$ cat src/rtl/pc_sequencer_pkg.sv
// Shared CPU definitions for the program-counter sequencer: widths, reset
// vector, PC-operation and stack-command encodings, sequencer states.
package pc_sequencer_pkg;

  localparam int DEF_PC_WIDTH = 11;
  localparam logic [DEF_PC_WIDTH-1:0] RESET_VEC = 11'h7FF;

  typedef enum logic [2:0] {
    OP_INC    = 3'd0,
    OP_GOTO   = 3'd1,
    OP_CALL   = 3'd2,
    OP_RETLW  = 3'd3,
    OP_PCL_WR = 3'd4,
    OP_SKIP   = 3'd5
  } pc_op_e;

  typedef enum logic [1:0] {
    STK_NOP  = 2'b00,
    STK_PUSH = 2'b01,
    STK_POP  = 2'b10
  } stk_cmd_e;

  typedef enum logic {
    ST_RUN   = 1'b0,
    ST_FLUSH = 1'b1
  } seq_state_e;

endpackage

$ cat src/rtl/pc_sequencer_if.sv
// Execute-stage to sequencer bundle: PC operation and operands in, fetch
// address, stack command and status out.
interface pc_sequencer_if
  import pc_sequencer_pkg::*;
#(
  parameter int PC_WIDTH = DEF_PC_WIDTH
);
  logic [2:0]          pc_op;
  logic [8:0]          k;
  logic [7:0]          pcl_data;
  logic [1:0]          pa;
  logic [PC_WIDTH-1:0] stack_top;
  logic [PC_WIDTH-1:0] pc;
  stk_cmd_e            stk_cmd;
  logic [PC_WIDTH-1:0] stk_data;
  logic                flush;
  logic                stk_overflow;
  logic                stk_underflow;

  modport master (
    output pc_op, k, pcl_data, pa, stack_top,
    input  pc, stk_cmd, stk_data, flush, stk_overflow, stk_underflow
  );

  modport slave (
    input  pc_op, k, pcl_data, pa, stack_top,
    output pc, stk_cmd, stk_data, flush, stk_overflow, stk_underflow
  );
endinterface

$ cat src/rtl/pc_sequencer.sv
// Two-stage fetch/execute program-counter sequencer with return-stack
// command generation, depth tracking and sticky overflow/underflow flags.
//
//   state    | meaning
//   ST_RUN   | executing instruction normally, pc_op honoured
//   ST_FLUSH | instruction in execute is squashed, pc_op treated as INC
module pc_sequencer
  import pc_sequencer_pkg::*;
#(
  parameter int PC_WIDTH = DEF_PC_WIDTH
) (
  input  logic           clk,
  input  logic           rst_n,
  pc_sequencer_if.slave  bus
);

  localparam logic [PC_WIDTH-1:0] PC_ONE   = PC_WIDTH'(1);
  localparam logic [PC_WIDTH-1:0] PC_RESET = {PC_WIDTH{1'b1}};

  seq_state_e          state, state_nxt;
  logic [PC_WIDTH-1:0] pc, pc_nxt;
  logic [1:0]          depth;
  logic                overflow, underflow;
  stk_cmd_e            stk_cmd;

  always_ff @(posedge clk or negedge rst_n) begin
    if (!rst_n) begin
      state <= ST_FLUSH;
      pc    <= PC_RESET;
    end else begin
      state <= state_nxt;
      pc    <= pc_nxt;
    end
  end

  always_comb begin
    state_nxt = ST_RUN;
    pc_nxt    = pc + PC_ONE;
    stk_cmd   = STK_NOP;
    if (state == ST_RUN) begin
      case (pc_op_e'(bus.pc_op))
        OP_GOTO: begin
          pc_nxt    = PC_WIDTH'({bus.pa, bus.k});
          state_nxt = ST_FLUSH;
        end
        OP_CALL: begin
          pc_nxt    = PC_WIDTH'({bus.pa, 1'b0, bus.k[7:0]});
          stk_cmd   = STK_PUSH;
          state_nxt = ST_FLUSH;
        end
        OP_RETLW: begin
          pc_nxt    = bus.stack_top;
          stk_cmd   = STK_POP;
          state_nxt = ST_FLUSH;
        end
        OP_PCL_WR: begin
          pc_nxt    = PC_WIDTH'({bus.pa, 1'b0, bus.pcl_data});
          state_nxt = ST_FLUSH;
        end
        OP_SKIP: begin
          state_nxt = ST_FLUSH;
        end
        default: ;
      endcase
    end
    // The stack must never see a command while the core is held in reset.
    if (!rst_n) stk_cmd = STK_NOP;
  end

  // Overflowing push overwrites the oldest entry, so depth saturates at 2.
  always_ff @(posedge clk or negedge rst_n) begin
    if (!rst_n) begin
      depth     <= 2'd0;
      overflow  <= 1'b0;
      underflow <= 1'b0;
    end else begin
      case (stk_cmd)
        STK_PUSH: begin
          if (depth == 2'd2) overflow <= 1'b1;
          else               depth    <= depth + 2'd1;
        end
        STK_POP: begin
          if (depth == 2'd0) underflow <= 1'b1;
          else               depth     <= depth - 2'd1;
        end
        default: ;
      endcase
    end
  end

  assign bus.pc            = pc;
  assign bus.stk_cmd       = stk_cmd;
  assign bus.stk_data      = pc;
  assign bus.flush         = (state == ST_FLUSH);
  assign bus.stk_overflow  = overflow;
  assign bus.stk_underflow = underflow;

endmodule
$ cat src/flat_wrapper.sv
// flat-port wrapper written by rule: the top's interface ports become plain ports
module pc_sequencer_flat import pc_sequencer_pkg::*;
#(
  parameter int PC_WIDTH = DEF_PC_WIDTH
)
  (clk, rst_n, bus_pc_op, bus_k, bus_pcl_data, bus_pa, bus_stack_top, bus_pc, bus_stk_cmd, bus_stk_data, bus_flush, bus_stk_overflow, bus_stk_underflow);
  pc_sequencer_if #(.PC_WIDTH(PC_WIDTH)) bus_i ();
  input  logic clk;
  input  logic rst_n;
  input wire logic [$bits(bus_i.pc_op)-1:0] bus_pc_op;
  input wire logic [$bits(bus_i.k)-1:0] bus_k;
  input wire logic [$bits(bus_i.pcl_data)-1:0] bus_pcl_data;
  input wire logic [$bits(bus_i.pa)-1:0] bus_pa;
  input wire logic [$bits(bus_i.stack_top)-1:0] bus_stack_top;
  output wire logic [$bits(bus_i.pc)-1:0] bus_pc;
  output wire logic [$bits(bus_i.stk_cmd)-1:0] bus_stk_cmd;
  output wire logic [$bits(bus_i.stk_data)-1:0] bus_stk_data;
  output wire logic [$bits(bus_i.flush)-1:0] bus_flush;
  output wire logic [$bits(bus_i.stk_overflow)-1:0] bus_stk_overflow;
  output wire logic [$bits(bus_i.stk_underflow)-1:0] bus_stk_underflow;
  assign bus_i.pc_op = bus_pc_op;
  assign bus_i.k = bus_k;
  assign bus_i.pcl_data = bus_pcl_data;
  assign bus_i.pa = bus_pa;
  assign bus_i.stack_top = bus_stack_top;
  assign bus_pc = bus_i.pc;
  assign bus_stk_cmd = bus_i.stk_cmd;
  assign bus_stk_data = bus_i.stk_data;
  assign bus_flush = bus_i.flush;
  assign bus_stk_overflow = bus_i.stk_overflow;
  assign bus_stk_underflow = bus_i.stk_underflow;
  pc_sequencer #(.PC_WIDTH(PC_WIDTH)) u_core (.clk(clk), .rst_n(rst_n), .bus(bus_i));
endmodule
$ cat config.mk
export PLATFORM = sky130hd
export DESIGN_NAME = pc_sequencer_flat
export DESIGN_NICKNAME = d
export VERILOG_FILES = /design/src/rtl/pc_sequencer_pkg.sv /design/src/rtl/pc_sequencer_if.sv /design/src/rtl/pc_sequencer.sv /design/src/flat_wrapper.sv
export SDC_FILE = /design/constraint.sdc
export NUM_CORES = 1
export LEC_CHECK = 0
export ABC_AREA = 1
export BUFFER_PORTS_ARGS = -buffer_cell sky130_fd_sc_hd__buf_4
export CAP_MARGIN = 10
export CORE_UTILIZATION = 47
export CTS_CLUSTER_DIAMETER = 60
export DETAILED_ROUTE_END_ITERATION = 6
export PLACE_DENSITY_LB_ADDON = 0.08
export REMOVE_ABC_BUFFERS = 1
export SYNTH_ARGS = -nofsm -noshare
export SYNTH_HDL_FRONTEND = slang
export SYNTH_SLANG_ARGS = --single-unit
$ cat constraint.sdc
create_clock -name clk -period 1.9 [get_ports clk]
set_input_delay 0.475 -clock clk [delete_from_list [all_inputs] [get_ports clk]]
set_output_delay 0.475 -clock clk [all_outputs]
set_load 0.01 [all_outputs]
* Word level (Yosys, flattened, before mapping)
Cells that the tools add are included.
** Word-level totals
- Word-level logic and storage cells :: 34
- Register bits :: 16
- Bits in latches :: 0
- Memory bits (read-only) :: 0
- RAM bits :: 0
- Output and inout port bits :: 27
- Input port bits :: 35
- Memories :: 0
** Cells by class
- Shift operators :: 0
- Reductions and logical operators :: 6
- $add $sub $neg :: 3
- $mul :: 0
- Bitwise gates (word level) :: 0
- Order comparisons :: 0
- Eq/ne operators :: 10
- Divide/modulo/power cells :: 0
- Muxes and demuxes :: 10
** Operators by type and width (number)
- $pmux W11 S4 :: 1
- $add A11 B1 Y11 const B :: 1
- $mux W11 :: 1
- $mux W2 :: 4
- $pmux W2 S2 :: 2
- $eq A3 B2 Y1 const B :: 2
- $eq A3 B3 Y1 const B :: 2
- $reduce_or A5 Y1 :: 1
- $eq A2 B2 Y1 const B :: 2
- $ne A2 B2 Y1 const B :: 2
- $reduce_and A2 Y1 :: 2
- $eq A3 B1 Y1 const B :: 1
- $reduce_and A3 Y1 :: 1
- $add A2 B1 Y2 const B :: 1
- $eq A2 B1 Y1 const B :: 1
- $logic_not A2 Y1 :: 1
- $mux W1 :: 2
- $reduce_bool A2 Y1 :: 1
- $sub A2 B1 Y2 const B :: 1

* Depth between registers and ports, before layout
- Word-level depth :: 7
- Gate-level depth with buffers :: 13
- Gate-level depth less buffers :: 12

* Least setup slack after synthesis
Ideal clock, no wire load.
- Path type :: input to register
- Start point :: input port bus_pc_op[2]
- End point :: register u_core.depth[1]
- Buffers on the path :: 1
- Setup slack :: -0.092 ns
- Cell stages on the path :: 9
- Required time :: 1.765 ns
- Arrival time :: 1.857 ns
- Library setup time :: 0.135 ns
- Cell sequence :: inv_2 > buf_2 > ha_1 > inv_1 > nor2_1 > nand3_1 > ha_1 > nor3_1 > o21ai_0
** Between the ends
- Cells in the longest elaborated chain, start to end :: 7
- Elaborated cells on any way between the ends :: 12
- Those cells by class :: 6 x eq/ne; 4 x mux; 2 x reduce/logical
** RTL lines
- start, declared :: RTL line flat_wrapper.sv:10 : input wire logic [$bits(bus_i.pc_op)-1:0] bus_pc_op;
- $eq A3 B2 Y1 :: RTL line pc_sequencer.sv:41 : case (pc_op_e'(bus.pc_op))
- $pmux W2 S2 (*) :: RTL line pc_sequencer.sv:41
- $mux W2 (*) :: RTL line pc_sequencer.sv:40 : if (state == ST_RUN) begin
- $mux W2 (*) :: RTL line pc_sequencer.sv:67 : if (!rst_n) stk_cmd = STK_NOP;
- $eq A2 B2 Y1 or $eq A2 B1 Y1 (tied branches) :: RTL line pc_sequencer.sv:77 : case (stk_cmd)
- $ne A2 B2 Y1 (no source line) or $reduce_bool A2 Y1 (tied branches)
- $reduce_and A3 Y1 (no source line)
- end signal, assigned :: RTL line pc_sequencer.sv:80 : else depth <= depth + 2'd1;
- end signal, assigned :: RTL line pc_sequencer.sv:84 : else depth <= depth - 2'd1;
- end, declared :: RTL line pc_sequencer.sv:22 : logic [1:0] depth;
Every way passes the cells marked *; elsewhere a longest branch is shown, timed or not.
A chain may end at the register's enable or synchronous reset.

* Worst setup path in the final report
- Start point :: input port bus_pc_op[2]
- End point :: output port bus_stk_cmd[1]
** Between the ends
- Cells in the longest elaborated chain, start to end :: 4
- Elaborated cells on any way between the ends :: 5
- Those cells by class :: 2 x eq/ne; 3 x mux
** RTL lines
- $eq A3 B2 Y1 :: RTL line pc_sequencer.sv:41
- $pmux W2 S2 (*) :: RTL line pc_sequencer.sv:41
- $mux W2 (*) :: RTL line pc_sequencer.sv:40
- $mux W2 (*) :: RTL line pc_sequencer.sv:67
- end, declared :: RTL line flat_wrapper.sv:16 : output wire logic [$bits(bus_i.stk_cmd)-1:0] bus_stk_cmd;
Marks and branches as above.

==> impl_metrics.csv <==
group,metric,value,unit
sta,finalSetupViolations,0,
synthesis,synth-seq-cells,16,
floorplanning,dieArea,3190,um^2
synthesis,synth_edf_count,0,
cells_and_area,diodes,0,
routing,drt_iter0_drc,44,
floorplanning,io_pins,62,
floorplanning,chipWidth,56.5,um
sta,fin_ws,64.2,ps
cells_and_area,fillers,226,
routing,vias,1486,
synthesis,yosysUniqueCellTypes,26,
flow_run,drv_cap,0,
floorplanning,die_y,56.5,um
setup_path,critPathRequiredTime,1420,ps
clock_network,h-tree-depth,1,
cells_and_area,area_growth_syn_to_layout,39.7,%
clock_network,max-clock-path-buffers,2,
synthesis,ys_seq_area_share,29.8,%
power,power_density,909,nW/um^2
synthesis,yosys-top-cells-count,"nand2_1 (63), inv_1 (24), nand4_1 (16)",
global_route,antenna_found_initial,0,
run_status,run_status,"finished, final reports clean",
routing,wl,3500,um
synthesis,syn_inst,199,
setup_path,setup.worst_path.start,"bus_pc_op[2]",
setup_path,worst_setup_path_start_kind,"input port",
global_route,gr-total-overflow,0,
cells_and_area,drive_gt1_share,42.2,%
synthesis,synth.top_cell.area_share,22.6,%
global_route,grt_pass1_vias,1427,
setup_path,cp_max_fo,8,
power,ir_worst_vdd,0.717,mV
sta,post-route-min-period,1840,ps
clock_network,clkSlewWorstSetupHoldPaths,100,ps
synthesis,synth.most_common_cell,"nand2_1",
sta,fin_setup_tns,0,ps
setup_path,critPathCaptureType,"output pin",
setup_path,cp.arrival,1360,ps
routing,drtAntennaViolNets,0,
sta,max_freq,545,MHz
synthesis,yosys_warnings,0,
routing,vias_per_cell,5.05,
synthesis,synthArstFlopShare,100,%
global_route,grt_pass1_wl,5900,um
setup_path,path_class,"in -> out",
routing,drcViolationCount,0,
setup_path,regToRegStartpoint,"u_core.bus.flush",
clock_network,clock_latency,290,ps
sta,rsz0062_at_grt,"true",
synthesis,synth_area,1390,um^2
cells_and_area,final_nets,303,
sta,worst_pin_slew,396,ps
placed_design,hpwl,2910,um
sta,hold_viol_final,0,
sta,slew_viol_final,0,
floorplanning,row_count,19,
placed_design,gp_congestion,0.836,
global_route,grtUsageTotal,23.4,%
placed_design,place_ws,-179,ps
clock_network,cts_buffers,3,
routing,wire_per_inst,11.9,um
synthesis,synth.area.top_cells,"dfstp_2 (23%), nand2_1 (17%), dfrtp_1 (7.2%), nand4_1 (7.2%), buf_4 (6.5%)",
sta,whs,106,ps
clock_network,cts_tree,"done",
global_route,grt_max_degree,15,
routing,dr.pass1.iters,5,
synthesis,synth.avg_cell_area,7.00,um^2
sta,finClkSkew,12.4,ps
synthesis,synth_flop_cell,"dfstp_2",
clock_network,cts-root-buf,"clkbuf_4",
synthesis,yosysTopAreaCell,"dfstp_2",
floorplanning,core-area,2780,um^2
sta,min_period_over_period,96.6,%
min_path,hold_path.class,"in -> async",
clock_network,cts_sinks,16,
sta,timing.slew.headroom,73.4,%
placed_design,io_buffer_count,61,
power,power.leakage,0.00106,uW
floorplanning,start_util,50.1,%
## sequential cells by signal (all words and copies together) (netlist names)
register	flops
u_core.bus.flush	1
u_core.bus.pc	11
u_core.bus.stk_overflow	1
u_core.bus.stk_underflow	1
u_core.depth	2
## power breakdown
| part | switching [uW] | internal, uW | total [uW] | leakage [uW] |
|---|---|---|---|---|
| clock | 106 | 117 | 223 | 0.0000210 |
| combinational | 418 | 453 | 870 | 0.000861 |
| sequential | 153 | 524 | 677 | 0.000175 |
| total | 677 | 1090 | 1770 | 0.00106 |
## final cells by class
type	count	area, um^2	area share, %
inverters	26	105	5.40
repair buffers	77	591	30.3
multi-input cells	140	761	39.1
clock buffers	4	36.3	1.86
flip-flops and latches	16	415	21.3
well taps	31	38.8	1.99
## timing repair
item / 4_1_cts / 5_1_grt
resized for setup: 1 / 5
endpoints found under the setup margin: 2 / 3
hold buffers: 0 / 0
hold endpoints to repair: 0 / 0
pin swaps: 0 / 1
setup buffers: 2 / 0
## layer usage
layer	vias to the layer above	track usage, %	part of all wire, %
met1	659	26.4	41
met4	0	11.5	2.4
met3	9	6.91	7.2
met5	-	0	0
met2	63	40.0	50
li1	755	-	-
## worst max-delay path, stage by stage
cell and delay, ps:
buf_4 140, inv_8 80, nand3_2 60, nor3_1 320
buf_4 180, buf_4 110
## final timing paths
| path | to | cells past startpoint | slack (ps) |
|---|---|---|---|
| max in group asynchronous | u_core.bus.pc[7] | 2 | 1550 |
| min in group clk | u_core.bus.stk_underflow | 1 | 480 |
| min | u_core.bus.stk_underflow | 2 | 110 |
| max reg2reg | u_core.depth[1] | 9 | 210 |
| min reg2reg | u_core.bus.stk_underflow | 1 | 480 |
| max | bus_stk_cmd[1] | 6 | 60 |
## layout by cell type (no fill, tap or decap), drive strengths merged, types with 2 or more instances in the layout
| cell type | instances |
|---|---|
| buf | 77 |
| nand2 | 66 |
| inv | 26 |
| nand3 | 17 |
| nand4 | 16 |
| nor2 | 13 |
| dfstp | 12 |
| xor2 | 6 |
| o21ai | 6 |
| ha | 4 |
| dfrtp | 4 |
| clkbuf | 4 |
| nor3 | 3 |
| a21oi | 3 |
| xnor2 | 3 |
| or2 | 2 |
## stage by stage
stage | power [uW] | util (%) | std cells | instance area (um^2)
5_1_grt | 1890 | 70.0 | 294 | 1950
4_1_cts | 1770 | 69.5 | 294 | 1930
3_5_place_dp | 1540 | 67.6 | 288 | 1880
6_report | 1770 | 70.0 | 294 | 1950
3_3_place_gp | 1510 | 67.6 | 288 | 1880
2_1_floorplan | 1070 | - | 182 | 1270
## cell families after synthesis
kind of cell               count (synthesis)  synth area share, %
adders and majority gates                  4                 3.59
xor gates and xnor gates                   9                 5.66
DFF                                       16                 29.8
AOI/OAI and AO/OA                         10                 3.95
and+or+nand+nor                          117                 40.8
buffers and inverters                     43                 16.2
Note: power is estimated with default switching activity, not from simulation.
